===== src/rtl/load_store_unit.sv =====
// Load/store stage: validates a memory op, runs a req/ack access to a word-organised RAM,
// steers store bytes onto lanes and sign/zero-extends load data.
module load_store_unit #(
    parameter int ADDR_W  = 32,
    parameter int TIMEOUT = 255
) (
    input  logic              clk,
    input  logic              rst_n,
    input  logic              start,
    input  logic              we,
    input  logic [2:0]        memop,
    input  logic [ADDR_W-1:0] addr,
    input  logic [31:0]       wdata,
    output logic              busy,
    output logic              done,
    output logic [31:0]       rdata,
    output logic              err,
    output logic              mem_req,
    output logic              mem_we,
    output logic [ADDR_W-3:0] mem_addr,
    output logic [31:0]       mem_wdata,
    output logic [3:0]        mem_wmask,
    input  logic [31:0]       mem_rdata,
    input  logic              mem_ack
);

    typedef enum logic [1:0] {
        S_IDLE   = 2'd0,
        S_ACCESS = 2'd1,
        S_DONE   = 2'd2
    } state_t;

    localparam logic [7:0] TO_CNT = TIMEOUT[7:0];
    localparam bit         TO_EN  = (TIMEOUT != 0);

    state_t      state_reg;
    logic [7:0]  cnt_reg;
    logic [2:0]  op_reg;
    logic [1:0]  off_reg;
    logic        store_reg;

    logic        op_illegal;
    logic        op_misaligned;
    logic        req_bad;
    logic [31:0] lane_wdata;
    logic [3:0]  lane_mask;
    logic [7:0]  ld_byte;
    logic [15:0] ld_half;
    logic [31:0] ld_ext;
    logic        timeout_hit;

    // Request checks are made on the live inputs, in the same cycle start is accepted.
    always_comb begin
        op_illegal    = (memop == 3'b011) || (memop == 3'b110) || (memop == 3'b111)
                        || (we && memop[2]);
        op_misaligned = ((memop[1:0] == 2'b01) && addr[0])
                        || ((memop == 3'b010) && (addr[1:0] != 2'b00));
        req_bad       = op_illegal || op_misaligned;
    end

    // Per-lane store steering: each lane picks the replicated byte/half or its own word byte.
    generate
        for (genvar gi = 0; gi < 4; gi++) begin : g_lane
            assign lane_wdata[gi*8 +: 8] =
                (memop[1:0] == 2'b00) ? wdata[7:0] :
                (memop[1:0] == 2'b01) ? wdata[(gi%2)*8 +: 8] :
                                        wdata[gi*8 +: 8];
            assign lane_mask[gi] =
                (memop[1:0] == 2'b00) ? (addr[1:0] == 2'(gi)) :
                (memop[1:0] == 2'b01) ? (addr[1] == 1'(gi/2)) :
                                        1'b1;
        end
    endgenerate

    // Load extraction uses the op and offset latched at accept time.
    always_comb begin
        ld_byte = mem_rdata[{off_reg, 3'b000} +: 8];
        ld_half = off_reg[1] ? mem_rdata[31:16] : mem_rdata[15:0];
        case (op_reg)
            3'b000:  ld_ext = {{24{ld_byte[7]}}, ld_byte};
            3'b001:  ld_ext = {{16{ld_half[15]}}, ld_half};
            3'b100:  ld_ext = {24'd0, ld_byte};
            3'b101:  ld_ext = {16'd0, ld_half};
            default: ld_ext = mem_rdata;
        endcase
    end

    assign timeout_hit = TO_EN && ((cnt_reg + 8'd1) == TO_CNT);

    always_ff @(posedge clk or negedge rst_n) begin
        if (!rst_n) begin
            state_reg <= S_IDLE;
            cnt_reg   <= 8'd0;
            op_reg    <= 3'd0;
            off_reg   <= 2'd0;
            store_reg <= 1'b0;
            busy      <= 1'b0;
            done      <= 1'b0;
            rdata     <= 32'd0;
            err       <= 1'b0;
            mem_req   <= 1'b0;
            mem_we    <= 1'b0;
            mem_addr  <= '0;
            mem_wdata <= 32'd0;
            mem_wmask <= 4'd0;
        end else begin
            done <= 1'b0;
            case (state_reg)
                S_IDLE: begin
                    if (start) begin
                        op_reg    <= memop;
                        off_reg   <= addr[1:0];
                        store_reg <= we;
                        busy      <= 1'b1;
                        err       <= 1'b0;
                        if (req_bad) begin
                            err       <= 1'b1;
                            done      <= 1'b1;
                            state_reg <= S_DONE;
                        end else begin
                            mem_req   <= 1'b1;
                            mem_we    <= we;
                            mem_addr  <= addr[ADDR_W-1:2];
                            mem_wdata <= lane_wdata;
                            mem_wmask <= we ? lane_mask : 4'd0;
                            cnt_reg   <= 8'd0;
                            state_reg <= S_ACCESS;
                        end
                    end
                end
                S_ACCESS: begin
                    // An ack in the final allowed cycle still wins over the timeout.
                    if (mem_ack) begin
                        mem_req   <= 1'b0;
                        mem_we    <= 1'b0;
                        mem_wmask <= 4'd0;
                        if (!store_reg) begin
                            rdata <= ld_ext;
                        end
                        done      <= 1'b1;
                        state_reg <= S_DONE;
                    end else if (timeout_hit) begin
                        mem_req   <= 1'b0;
                        mem_we    <= 1'b0;
                        mem_wmask <= 4'd0;
                        err       <= 1'b1;
                        done      <= 1'b1;
                        state_reg <= S_DONE;
                    end else begin
                        cnt_reg <= cnt_reg + 8'd1;
                    end
                end
                S_DONE: begin
                    busy      <= 1'b0;
                    state_reg <= S_IDLE;
                end
                default: begin
                    busy      <= 1'b0;
                    mem_req   <= 1'b0;
                    state_reg <= S_IDLE;
                end
            endcase
        end
    end

endmodule


===== config.mk =====
export PLATFORM = sky130hd
export DESIGN_NAME = load_store_unit
export DESIGN_NICKNAME = d
export VERILOG_FILES = /design/src/rtl/load_store_unit.sv
export SDC_FILE = /design/constraint.sdc
export NUM_CORES = 1
export LEC_CHECK = 0
export ABC_AREA = 0
export CAP_MARGIN = 20
export CORE_UTILIZATION = 63
export DETAILED_ROUTE_END_ITERATION = 10
export DONT_BUFFER_PORTS = 1
export GPL_ROUTABILITY_DRIVEN = 0
export HOLD_SLACK_MARGIN = 0.15
export PLACE_DENSITY = 0.79
export SYNTH_ARGS = -nofsm -noshare
export SYNTH_HDL_FRONTEND = slang
export SYNTH_SLANG_ARGS = --single-unit
export TNS_END_PERCENT = 100

===== constraint.sdc =====
create_clock -name clk -period 2.16 [get_ports clk]
set_input_delay 0.324 -clock clk [delete_from_list [all_inputs] [get_ports clk]]
set_output_delay 0.324 -clock clk [all_outputs]
set_load 0.02 [all_outputs]

==> metrics.txt <==
antenna violations before repair=1; clock tree from TritonCTS=yes; Layout Cell Area excl Fill=0.007201 mm^2; DRC=0; clock input transition at the sequential cells of the worst setup and hold paths=0.06 ns; share of flip-flops with an asynchronous set or reset=1.000; final count of pins violating max slew=0; number of flops mapped to enable cells by yosys=0; Sinks on Clock Net=119; first-pass GRT wire length=26,080 um; CTS Buf Count=17; DR vias=4,802; PwrDens=1287 mW/mm^2; crit-path cells=nand2b_1 > or2_2 > a31oi_1 > buf_4 > a21oi_1 > a221o_1; Max rail drop VDD=0.0007292 V; final critical path time including I/O delays and setup=1.976 ns; net count after synthesis=632; max_slew headroom=0.5691; row count=33; maximum achievable frequency=0.5060 GHz; met1 GRT Util=0.4392; Vias per Instance=6.411; maximum number of pins on one net before global-route repair=120; insertion delay of the later-clocked pin in the worst-skew pair=0.51 ns; effective utilization at floorplan=0.6585; Iter 0 DRT Violations=309; Fillers=366; first drt pass iteration count=5; DP HPWL=8718 um; io pins=207; instance count of the mapped netlist=526; setup repair after global routing missed its margin=false; aggregate global routing overflow=0; cell types occupying the most area after synthesis=sky130_fd_sc_hd__dfrtp_1 54%, sky130_fd_sc_hd__mux2_2 9.1%, sky130_fd_sc_hd__o21ai_0 4.9%; Total Power=9267 uW; hold-fix buffers at CTS=106; buffers plus inverters on the worst setup path=1; Area Overhead vs Synth=31.75%; final-stage net count=738; count of warnings emitted by yosys=0; fraction of synthesized cell area taken by the top area cell type=0.5449; summed negative setup slack over all endpoints=0 ns; data arrival time at the worst-slack endpoint=2.36 ns; proportion of layout cells with a drive suffix above 1=0.1568; count of placed standard cells in the final layout, fillers left out=749; met2 Track Usage GR=0.6363; average routed wire per standard cell=22.40 um; stage delay of the slowest cell on the critical path=0.43 ns; Worst Setup Start Kind=flop; area of the placeable core=0.008299 mm^2; maximum count of clock buffers along a single path=2; CP max stage cell=sky130_fd_sc_hd__dfrtp_1; number of inserted diodes=0; area post-placement=0.005548 mm^2; number of max-capacitance violations reported=0; violations in the final reports=negative hold slack; Die Ht=95.14 um; maximum clock skew at final layout=0.008422 ns; worst hold slack across all endpoints=-0.4849 ns; post-route fraction of the period consumed by the critical path=0.9149; combined area of all synthesized cells=0.005465 mm^2; Placed Cells=611; root buf cell=sky130_fd_sc_hd__clkbuf_8; crit path capture type=flop; CP Max Fanout=10; sequential area share after synthesis=0.5449; met3 track utilization from global routing=0.1619; Top Registers=mem_wdata x32, rdata x32, mem_addr x30; Yosys reg bits=119; vias in the first global route=5,125; number of distinct library cell variants in the gate-level netlist after synthesis=41; status=complete, but fails checks; die outline width=95.14 um; post-route antenna net violation count=0; Lkg Pwr=0.003194 uW; Final setup violation count=0; final wirelength=16,770 um; type of the most critical hold path=in2async; cell family with the largest share of critical-path delay=compound AO/OA/AOI/OAI gates; area enclosed by the die boundary=0.009052 mm^2; CTS H-Tree Depth=4; post-synthesis average cell area=10.39 um^2; CP Data Required Time=2.54 ns; Hold Vio Cnt, Final=119; worst-margin pin slew=0.6421 ns; layer carrying the most global-route usage=met2; worst setup path class=reg2reg; number of port buffers=0; dominant cell type by area after synthesis=sky130_fd_sc_hd__dfrtp_1; top_reg_cell synth=sky130_fd_sc_hd__dfrtp_1; global-route usage over all layers=0.3930
## power breakdown
| group | switching, uW | total, uW | internal (uW) |
|---|---|---|---|
| logic | 938 | 1810 | 876 |
| registers | 1710 | 4780 | 3060 |
| clock network | 1020 | 2680 | 1660 |
## stage by stage
stage / setup slack (ns) / util
after floorplan: 0.3038 / -
after global placement: 0.2066 / 0.6685
after detailed placement: 0.1173 / 0.6685
after CTS: 0.02916 / 0.8640
after global routing: 0.06855 / 0.8676
final: 0.1838 / 0.8676
## synth_stat cells, types with 2 or more instances
cell type / number
sky130_fd_sc_hd__a21oi_1: 43
sky130_fd_sc_hd__a221o_1: 2
sky130_fd_sc_hd__a31oi_1: 3
sky130_fd_sc_hd__and3_1: 4
sky130_fd_sc_hd__buf_2: 8
sky130_fd_sc_hd__clkbuf_1: 21
sky130_fd_sc_hd__dfrtp_1: 119
sky130_fd_sc_hd__ha_1: 2
sky130_fd_sc_hd__inv_1: 11
sky130_fd_sc_hd__mux2_2: 44
sky130_fd_sc_hd__mux2_4: 4
sky130_fd_sc_hd__mux2i_1: 25
sky130_fd_sc_hd__nand2_1: 67
sky130_fd_sc_hd__nand2b_1: 4
sky130_fd_sc_hd__nand3_1: 3
sky130_fd_sc_hd__nor2_1: 45
sky130_fd_sc_hd__nor2b_1: 12
sky130_fd_sc_hd__nor3_1: 8
sky130_fd_sc_hd__o21ai_0: 54
sky130_fd_sc_hd__o21ai_1: 2
sky130_fd_sc_hd__o21bai_1: 9
sky130_fd_sc_hd__o22ai_1: 15
sky130_fd_sc_hd__or3b_2: 2
sky130_fd_sc_hd__xnor2_1: 2
## cell type report
type                    instances  area (um^2)  share of cell area
multi-input cells             365         2330              0.3235
inverters                      11        41.29            0.005734
well taps                     105        131.4             0.01824
clock inverters                12        130.1             0.01807
repair buffers                118         1159              0.1609
flip-flops and latches        119         2978              0.4136
clock buffers                  19        431.7             0.05995
## per-layer routing
metal | share of wire | vias to the layer above
li1 | - | 2047
met1 | 0.36 | 2297
met2 | 0.48 | 386
met3 | 0.12 | 70
met4 | 0.038 | 2
met5 | 0.0011 | -
## layout by cell type, fill, tap and decap left out, drive strengths merged, types with 2 or more instances in the layout
cell / Yosys / final
o21ai: 56 / 56
nor2: 46 / 46
mux2i: 25 / 25
a221o: 2 / 2
o22ai: 15 / 15
a21oi: 43 / 43
nor2b: 12 / 12
clkinv: 0 / 5
mux2: 48 / 48
nand3: 3 / 3
clkbuf: 21 / 19
buf: 10 / 12
dlygate4sd3: 0 / 106
xnor2: 2 / 2
a31oi: 3 / 3
and3: 4 / 4
or3b: 2 / 2
nand2b: 4 / 4
ha: 2 / 2
nand2: 67 / 67
bufinv: 0 / 2
o21bai: 9 / 9
inv: 11 / 11
nor3: 8 / 8
dfrtp: 119 / 119
clkinvlp: 0 / 5
## logic make-up (layout without fill, tap and decap cells)
group,Yosys count,in the layout,synth area share
AO/OA/AOI/OAI,135,135,0.1410
XOR/XNOR,2,2,0.003206
adder cells (fa/ha/maj),2,2,0.004578
buffers and inverters,42,160,0.03205
flip-flops,119,119,0.5449
multiplexers,74,74,0.1516
AND/OR/NAND/NOR,152,152,0.1227
## repair_timing
item | CTS | global route
buffers inserted | 0 | 0
gates resized for setup | 0 | 3
hold endpoints to repair | 227 | 119
endpoints found under the setup margin | 0 | 5
## path summary, 6_finish.rpt
| check | from | end | slack, ns | cells past startpoint |
|---|---|---|---|---|
| worst max-delay path | state_reg[1]$_DFFE_PN0P_ | cnt_reg[7]$_DFFE_PN0P_ | 0.18 | 6 |
| worst min-delay path | rst_n | mem_addr[21]$_DFFE_PN0P_ | -0.48 | 0 |
| worst max register to register | state_reg[1]$_DFFE_PN0P_ | cnt_reg[7]$_DFFE_PN0P_ | 0.18 | 6 |
| worst min register to register | state_reg[1]$_DFFE_PN0P_ | state_reg[1]$_DFFE_PN0P_ | 0.53 | 1 |
| max in group asynchronous | rst_n | rdata[2]$_DFFE_PN0P_ | 2.45 | 0 |
| min in group clk | wdata[8] | mem_wdata[24]$_DFFE_PN0P_ | 0.18 | 4 |
(Power assumes the default switching activity.)
